<file path="config.mk">
export PLATFORM = sky130hd
export DESIGN_NAME = exmem_stream_reader
export DESIGN_NICKNAME = d
export VERILOG_FILES = /design/src/rtl/exmem_stream_reader.sv
export SDC_FILE = /design/constraint.sdc
export NUM_CORES = 1
export LEC_CHECK = 0
export ABC_AREA = 1
export BUFFER_PORTS_ARGS = -buffer_cell sky130_fd_sc_hd__buf_2
export CAP_MARGIN = 20
export CORE_MARGIN = 2
export CORE_UTILIZATION = 30
export CTS_BUF_LIST = sky130_fd_sc_hd__clkbuf_4
export DETAILED_ROUTE_END_ITERATION = 16
export GPL_ROUTABILITY_DRIVEN = 0
export SLEW_MARGIN = 5
export SYNTH_ARGS = -nofsm -noshare
export SYNTH_HDL_FRONTEND = slang
export SYNTH_SLANG_ARGS = --single-unit
export TNS_END_PERCENT = 5
</file>
<file path="constraint.sdc">
create_clock -name wb_clk_i -period 4.3 [get_ports wb_clk_i]
set_input_delay 0 -clock wb_clk_i [delete_from_list [all_inputs] [get_ports wb_clk_i]]
set_output_delay 0 -clock wb_clk_i [all_outputs]
set_load 0.02 [all_outputs]
</file>
<file path="src/rtl/exmem_stream_reader.sv">
// exmem_stream_reader
// Reads cfg_len consecutive 32-bit words from a Wishbone slave window and
// forwards them on an AXI-Stream port toward the FIR. A small FIFO decouples
// the bus from the stream; a read is issued only when a FIFO slot is free, so
// the FIFO can never overflow. A read that is not acknowledged within TIMEOUT
// cycles aborts the transfer and sets the sticky err flag.
//
// Ports
//   wb_clk_i, wb_rst_n         clock, async active-low reset
//   cfg_start/base_addr/len    one-cycle start, first byte address (0 -> BASE_ADDR), word count
//   busy, done, err            status: in progress, one-cycle completion, sticky timeout
//   wbm_*                      Wishbone master (read only, single outstanding read)
//   ss_t*                      AXI-Stream sample output
module exmem_stream_reader #(
  parameter logic [31:0] BASE_ADDR  = 32'h3800_0000,
  parameter int          FIFO_DEPTH = 4,
  parameter int          TIMEOUT    = 31
) (
  input  logic        wb_clk_i,
  input  logic        wb_rst_n,
  input  logic        cfg_start,
  input  logic [31:0] cfg_base_addr,
  input  logic [15:0] cfg_len,
  output logic        busy,
  output logic        done,
  output logic        err,
  output logic        wbm_cyc_o,
  output logic        wbm_stb_o,
  output logic        wbm_we_o,
  output logic [3:0]  wbm_sel_o,
  output logic [31:0] wbm_adr_o,
  input  logic [31:0] wbm_dat_i,
  input  logic        wbm_ack_i,
  output logic [31:0] ss_tdata,
  output logic        ss_tvalid,
  input  logic        ss_tready,
  output logic        ss_tlast
);

  localparam int AW = (FIFO_DEPTH > 1) ? $clog2(FIFO_DEPTH) : 1;
  localparam int CW = AW + 1;
  localparam int TW = (TIMEOUT > 1) ? $clog2(TIMEOUT + 1) : 1;

  typedef enum logic [2:0] {
    S_IDLE  = 3'd0,
    S_REQ   = 3'd1,
    S_WAIT  = 3'd2,
    S_DRAIN = 3'd3,
    S_FIN   = 3'd4
  } state_t;

  state_t        r_state, w_next;
  logic          r_busy, r_done, r_err, r_cyc;
  logic [31:0]   r_adr, r_base;
  logic [15:0]   r_len, r_idx;
  logic [TW-1:0] r_wcnt;

  // FIFO entry: {tlast, data}
  logic [32:0]   r_mem [FIFO_DEPTH];
  logic [AW-1:0] r_wp, r_rp;
  logic [CW-1:0] r_cnt;

  logic          w_start, w_issue, w_ack, w_tmo;
  logic          w_more, w_space, w_rd;
  logic [32:0]   w_head;

  // 17-bit compare so idx+1 cannot wrap when len = 16'hFFFF
  assign w_more  = ({1'b0, r_idx} + 17'd1) < {1'b0, r_len};
  assign w_space = r_cnt < CW'(FIFO_DEPTH);
  assign w_head  = r_mem[r_rp];
  assign w_rd    = ss_tvalid & ss_tready;

  // ---------------- FSM: state register ----------------
  always_ff @(posedge wb_clk_i or negedge wb_rst_n) begin
    if (!wb_rst_n) r_state <= S_IDLE;
    else           r_state <= w_next;
  end

  // ---------------- FSM: next state / control ----------------
  always_comb begin
    w_next  = r_state;
    w_start = 1'b0;
    w_issue = 1'b0;
    w_ack   = 1'b0;
    w_tmo   = 1'b0;
    case (r_state)
      S_IDLE: begin
        // r_busy is still high during the done cycle; a start there is ignored
        if (cfg_start && !r_busy) begin
          w_start = 1'b1;
          w_next  = (cfg_len == 16'd0) ? S_FIN : S_REQ;
        end
      end
      S_REQ: begin
        if (w_space) begin
          w_issue = 1'b1;
          w_next  = S_WAIT;
        end
      end
      S_WAIT: begin
        // an ack on the last allowed cycle still wins over the timeout
        if (wbm_ack_i) begin
          w_ack  = 1'b1;
          w_next = w_more ? S_REQ : S_DRAIN;
        end else if (r_wcnt == TW'(TIMEOUT - 1)) begin
          w_tmo  = 1'b1;
          w_next = S_DRAIN;
        end
      end
      S_DRAIN: if (r_cnt == '0) w_next = S_FIN;
      S_FIN:   w_next = S_IDLE;
      default: w_next = S_IDLE;
    endcase
  end

  // ---------------- control / bus registers ----------------
  always_ff @(posedge wb_clk_i or negedge wb_rst_n) begin
    if (!wb_rst_n) begin
      r_busy <= 1'b0;
      r_done <= 1'b0;
      r_err  <= 1'b0;
      r_cyc  <= 1'b0;
      r_adr  <= '0;
      r_base <= '0;
      r_len  <= '0;
      r_idx  <= '0;
      r_wcnt <= '0;
    end else begin
      r_done <= (r_state == S_FIN);
      if (w_start)     r_busy <= 1'b1;
      else if (r_done) r_busy <= 1'b0;

      if (w_start)    r_err <= 1'b0;
      else if (w_tmo) r_err <= 1'b1;

      if (w_start) begin
        r_base <= (cfg_base_addr == 32'd0) ? BASE_ADDR : cfg_base_addr;
        r_len  <= cfg_len;
        r_idx  <= '0;
      end else if (w_ack) begin
        r_idx  <= r_idx + 16'd1;
      end

      // address is modulo 2^32 by construction of the 32-bit add
      if (w_issue) begin
        r_cyc <= 1'b1;
        r_adr <= r_base + {14'd0, r_idx, 2'b00};
      end else if (w_ack || w_tmo) begin
        r_cyc <= 1'b0;
      end

      if (w_issue)                           r_wcnt <= '0;
      else if (r_state == S_WAIT && !w_ack)  r_wcnt <= r_wcnt + TW'(1);
    end
  end

  // ---------------- output FIFO ----------------
  always_ff @(posedge wb_clk_i) begin
    if (w_ack) r_mem[r_wp] <= {~w_more, wbm_dat_i};
  end

  always_ff @(posedge wb_clk_i or negedge wb_rst_n) begin
    if (!wb_rst_n) begin
      r_wp  <= '0;
      r_rp  <= '0;
      r_cnt <= '0;
    end else begin
      if (w_ack) r_wp <= r_wp + AW'(1);
      if (w_rd)  r_rp <= r_rp + AW'(1);
      case ({w_ack, w_rd})
        2'b10:   r_cnt <= r_cnt + CW'(1);
        2'b01:   r_cnt <= r_cnt - CW'(1);
        default: r_cnt <= r_cnt;
      endcase
    end
  end

  // ---------------- outputs ----------------
  assign busy      = r_busy;
  assign done      = r_done;
  assign err       = r_err;
  assign wbm_cyc_o = r_cyc;
  assign wbm_stb_o = r_cyc;
  assign wbm_we_o  = 1'b0;
  assign wbm_sel_o = 4'hF;
  assign wbm_adr_o = r_adr;

  // FIFO storage is not reset; gate the head so outputs read 0 when empty
  assign ss_tvalid = (r_cnt != '0);
  assign ss_tdata  = ss_tvalid ? w_head[31:0] : 32'd0;
  assign ss_tlast  = ss_tvalid & w_head[32];

endmodule

</file>
==> reports/results.txt, run 1 <==
status = complete, no violations
Hold Violations, Final = 0
First-pass DRT Iterations = 5
Num CTS Buffers = 68
setup TNS = 0 ps
area growth from synthesis to layout = 26.8%
HPWL after DPL = 21700 um
number of I/O pins = 161
Crit Path Max Fanout = 6
VDD IR max = 249 uV
H-Tree Depth = 3
# hold bufs at CTS = 105
number of flops mapped to enable cells by yosys = 132
Final min period = 2920 ps
final period utilization = 67.8%
starting density of the core = 30.4%
pins over their slew limit = 0
PwrDens = 641 nW/um^2
Core ar. = 39700 sq um
Mapped Avg Cell Area = 9.02 sq um
Avg WL per Cell = 14.7 um
hold depth = 2
worst-path cell with the longest stage delay = dfrtp_1
ys async rst share = 46.6%
PortBufs = 155
sequential element share of the synthesized area = 56.6%
P_leak = 7.03 nW
DIE WIDTH = 205 um
pin count of the biggest net entering global routing = 68
post-route clock skew = 57.4 ps
Synth Warn # = 0
most common flop cell mapped by yosys = edfxtp_1
CTS tree = built
max cap viols = 0
worst reg2reg path depth = 17
worst min-delay path class = primary input to flop
die area = 41900 sq um
vias in the first global route = 9892
DRC viols = 0
max incr delay on CP = 430 ps
Yosys top cell by area = edfxtp_1
Post-CTS Setup Repair Bufs = 0
grt ovf = 0
max_slew headroom = 47.7%
Post-Synthesis Cells = 1341
share of layout cells above drive strength 1 = 18.3%
CP Capture Type = flop
Setup Viol. Count Final = 0
first-pass GRT wire length = 51400 um
Max Fclk = 0.343 GHz
Setup CP Type = flop to flop
Die H = 205 um
crit-path cells = ha_1 > nand3_2 > nor2_4 > nand2_2 > nor2_2 > nand2_2 > nor2_2 > nand2_1 > xor2_1 > inv_1 > ha_1 > a21oi_1 > nor2_1 > nor3_1 > nand2_1 > inv_1 > nand3_1
buffer depth of the longest clock path = 3
commonest non-fill, non-tap cell in the layout = nand2_1
flop2flop setup slack = 1380 ps
worst-skew pair later-pin latency = 710 ps
cell area after synthesis = 12100 sq um
Least-Margin Pin Slew = 783 ps
clock-pin slew on the worst setup and hold paths = 70 ps
Overall Power = 9.83 mW
GR Util All Layers = 15.7%
routed via count = 10.1k
Layout Nets = 1764
Data required, critical path = 4690 ps
CTS Root Cell = clkbuf_4
unrepaired setup endpoints after global routing = false
most frequent cells in the layout = nand2_1, nor2_1, inv_1
clock sinks = 247
Arrival @ worst endpoint = 3310 ps
WL final = 32400 um
initial antenna violation count = 2
post-synth top area share = 32.8%
Post-DRT Antenna Nets = 0
Site Rows = 73
Synth Register Bits = 247
Vias/cell = 4.56
violation count after the first detailed-route iteration = 618
post-CTS sizing = 0
Distinct cells, synth = 47
Worst setup SP type = flop
dominant cells by area after synthesis = edfxtp_1, dfrtp_1, nand2_1, nor2_1, o21ai_0
[stage by stage]
stage	instance area, sq um	cells	hold slack [ps]	util, %	worst slack (ps)
after floorplan	12100	1344	-296	-	1300
after global placement	13400	1988	218	33.8	1350
after detailed placement	13400	1988	218	33.8	1400
after CTS	15300	2209	0.700	38.6	1380
after global routing	15300	2211	21.3	38.6	1080
final	15300	2211	67.2	38.6	1380
[final timing paths]
check	startpoint	to
worst min-delay path	wbm_dat_i[25]	r_mem[0][25]
max in group asynchronous	wb_rst_n	wbm_adr_o[8]
worst min register to register	done	busy
min in group asynchronous	wb_rst_n	wbm_adr_o[0]
worst max register to register	r_idx[0]	r_mem[0][32]
worst max-delay path	r_idx[0]	r_mem[0][32]
[cell type report]
| class | count | area [sq um] |
|---|---|---|
| diodes | 2 | 5.00 |
| clock buffers | 96 | 721 |
| clock inverters | 20 | 109 |
| fillers | 3988 | 24400 |
| inverters | 167 | 627 |
| multi-input cells | 880 | 4430 |
| flip-flops and latches | 247 | 6840 |
| well taps | 525 | 657 |
| repair buffers | 274 | 1940 |
[report_power, final]
part	total, mW	internal, mW	switching (mW)	leakage [nW]
clock	2.05	1.09	0.966	0.497
sequential	3.51	3.09	0.421	2.64
combinational	4.27	1.43	2.85	3.89
total	9.83	5.60	4.23	7.03
[metal layers]
layer	GRT usage [%]	share of wire, %	up-vias
met2	25.2	46	280
met5	0	0	-
met4	5.67	2.2	0
li1	-	-	5045
met3	3.45	5.7	58
met1	20.7	46	4701
[synthesized netlist by cell type, types with 5 or more instances]
master      n
buf_2      15
nand4_1    22
ha_1       39
inv_2       6
o21ai_1     8
xnor2_1    10
edfxtp_1  132
nor2_1    197
nor3_1      8
buf_4       7
dfrtp_1   115
nor4_1      6
clkbuf_1   24
nand3_1    44
nand2_2     6
a21oi_1    63
xor2_1     12
o21ai_0   142
inv_1     160
o22ai_1     8
nand2_1   269
nor2_2      5
[critical path, delay by kind of cell (launching register included)]
| family | cells | cell delay, ps |
|---|---|---|
| AOI/OAI and AO/OA | 1 | 150 |
| xor gates and xnor gates | 1 | 210 |
| and+or+nand+nor | 11 | 1160 |
| DFF | 1 | 430 |
| adders and majority gates | 2 | 520 |
| buffers and inverters | 2 | 120 |
[state kept, by name, indices dropped and copies added (netlist names)]
signal     cells
busy           1
done           1
err            1
r_base        32
r_cnt          3
r_idx         16
r_len         16
r_mem        132
r_rp           2
r_state        3
r_wcnt         5
r_wp           2
wbm_adr_o     32
wbm_cyc_o      1
[cell families after synthesis]
group,count (synthesis),share of synthesized area [%]
AOI/OAI and AO/OA,236,10.2
xor gates and xnor gates,22,1.59
adders and majority gates,41,4.36
buffers and inverters,217,7.17
DFF,247,56.6
other,2,0.0621
and+or+nand+nor,576,20.1
No activity file was read; power rests on OpenSTA's default activity.
==> run 2: changes to the inputs <==
clock period = 2.5 ns   (was 4.3 ns; I/O delays follow)
==> reports/results.txt, run 2 (synthesized netlist as in run 1, its figures left out) <==
status = complete, no violations
clock sinks = 247 (unchanged)
final period utilization = 98.1% (+30 points)
First-pass DRT Iterations = 5 (unchanged)
setup TNS = 0 ps (unchanged)
max_slew headroom = 62.8% (+15 points)
M2 GR Usage = 26.4% (+1.2 points)
WL final = 33300 um (+2.7%)
Data required, critical path = 3180 ps (-1510 ps)
PwrDens = 1090 nW/um^2 (+71%)
unrepaired setup endpoints after global routing = true
die area = 41900 sq um (unchanged)
post-route clock skew = 65.5 ps (+8.12 ps)
pins over their slew limit = 0 (unchanged)
Worst Hold Launch = wbm_dat_i[20]
Least-Margin Pin Slew = 557 ps (-226 ps)
placed insts = 2017 (+1.5%)
Hold Slack = 77.9 ps (+10.6 ps)
Setup Viol. Count Final = 0 (unchanged)
Finished Layout Cells = 2289 (+3.5%)
commonest non-fill, non-tap cell in the layout = nand2_1
area growth from synthesis to layout = 34.1%
PortBufs = 155 (unchanged)
starting density of the core = 30.4% (unchanged)
cell area after placement = 13700 sq um (+2.0%)
crit-path cells = ha_4 > nand3_4 > nor2_4 > buf_4 > xor2_1 > inv_1 > ha_1 > nand2_1 > nor2_2 > nand3_1 > nor2_2 > nand4_1 > nand3_4 > nand2_2 > a21oi_2
max cap viols = 0 (unchanged)
DIE WIDTH = 205 um (unchanged)
Arrival @ worst endpoint = 3130 ps (-180 ps)
Crit Path Max Fanout = 5 (-1)
Overall Power = 17.8 mW (+81%)
worst-path cell with the longest stage delay = dfrtp_1
H-Tree Depth = 3 (unchanged)
clock-pin slew on the worst setup and hold paths = 60 ps (about the same)
Largest Register = r_mem
met3 GRT Util = 3.61% (+0.16 points)
Layout Nets = 1832 (+3.9%)
critical path's top delay family = simple AND/OR/NAND/NOR gates
Avg WL per Cell = 14.5 um (-0.81%)
GR Util All Layers = 16.0% (+0.35 points)
share of layout cells above drive strength 1 = 21.3% (+2.9 points)
routed via count = 10.3k (+2.1%)
CTS Root Cell = clkbuf_4
Crit Reg-Reg Startpoint = r_idx[0]
grt ovf = 0 (unchanged)
worst setup margin = 48.4 ps (-1340 ps)
grt peak-use layer = met2
met1 GRT Util = 20.4% (-0.24 points)
Core ar. = 39700 sq um (unchanged)
Site Rows = 73 (unchanged)
dpl ws = -162 ps (-1560 ps)
buffer depth of the longest clock path = 3 (unchanged)
final core utilization = 40.8% (+2.2 points)
first-pass GRT wire length = 52300 um (+1.7%)
initial antenna violation count = 3 (+1)
CTS tree = built
max incr delay on CP = 400 ps (-30 ps)
Max Fclk = 0.408 GHz (+19%)
CP startpoint = r_idx[0]
HPWL after DPL = 22000 um (+1.4%)
post-route cell area = 16200 sq um (+5.8%)
VDD IR max = 501 uV (+100%)
Vias/cell = 4.50 (-1.4%)
violation count after the first detailed-route iteration = 638 (+3.2%)
Setup CP Type = flop to flop
Num CTS Buffers = 71 (+4.4%)
Final min period = 2450 ps (-464 ps)
worst min-delay path class = primary input to flop
pin count of the biggest net entering global routing = 62 (-8.8%)
vias in the first global route = 10.3k (+3.6%)
P_leak = 7.43 nW (+5.8%)
number of I/O pins = 161 (unchanged)
CP Capture Type = flop
Post-DRT Antenna Nets = 0 (unchanged)
Die H = 205 um (unchanged)
most frequent cells in the layout = nand2_1, nor2_1, inv_1
max FFs per register = 132 (unchanged)
worst-skew pair later-pin latency = 750 ps (+40 ps)
Hold Violations, Final = 0 (unchanged)
DRC viols = 0 (unchanged)
Worst setup SP type = flop
critical path buffer and inverter count = 2 (unchanged)
==> run 2: changes by cell type in the layout (fill, tap and decap cells not counted), sizes merged <==
| cell | previous run | this run |
|---|---|---|
| clkbuf | 96 | 99 |
| bufinv | 1 | 3 |
| clkinv | 17 | 24 |
| diode | 2 | 5 |
| inv | 168 | 167 |
| dlygate4sd3 | 104 | 129 |
| buf | 170 | 210 |
| clkinvlp | 1 | 0 |
==> run 2: per-layer routing <==
metal	wire (um)	part of all wire, %	vias up
li1	-	-	5199
met1	15000	45	4803
met2	15800	48	234
met3	1720	5.2	54
met4	700	2.1	2
met5	19	0.057	-
==> run 2: path summary, 6_finish.rpt <==
| check | endpoint | slack, ps | cells after the start |
|---|---|---|---|
| worst max-delay path | r_state[1] | 50 | 15 |
| worst min-delay path | r_mem[1][20] | 80 | 2 |
| worst max register to register | r_state[1] | 50 | 15 |
| worst min register to register | busy | 450 | 1 |
| max in group asynchronous | wbm_adr_o[17] | 1740 | 4 |
| min in group asynchronous | r_base[13] | 380 | 4 |
==> run 2: layout make-up <==
class / instances / area (sq um)
Fill cell: 3976 / 23500
Sequential cell: 247 / 6840
Multi-Input combinational cell: 880 / 4580
Timing Repair Buffer: 339 / 2570
Clock buffer: 99 / 743
Tap cell: 525 / 657
Inverter: 167 / 627
Clock inverter: 27 / 190
Antenna cell: 5 / 12.5
==> run 2: power by group <==
part / leakage (nW) / switching [mW] / total (mW) / internal [mW]
Clock: 0.550 / 1.72 / 3.87 / 2.15
Sequential: 2.64 / 0.693 / 6.01 / 5.31
Combinational: 4.24 / 5.08 / 7.89 / 2.81
==> run 2: timing repair <==
| item | CTS | global route |
|---|---|---|
| setup endpoints to repair | 5 | 19 |
| pin swaps | 8 | 17 |
| hold buffers | 130 | 0 |
| resized for setup | 11 | 25 |
| hold endpoints to repair | 314 | 0 |
| setup buffers | 5 | 6 |
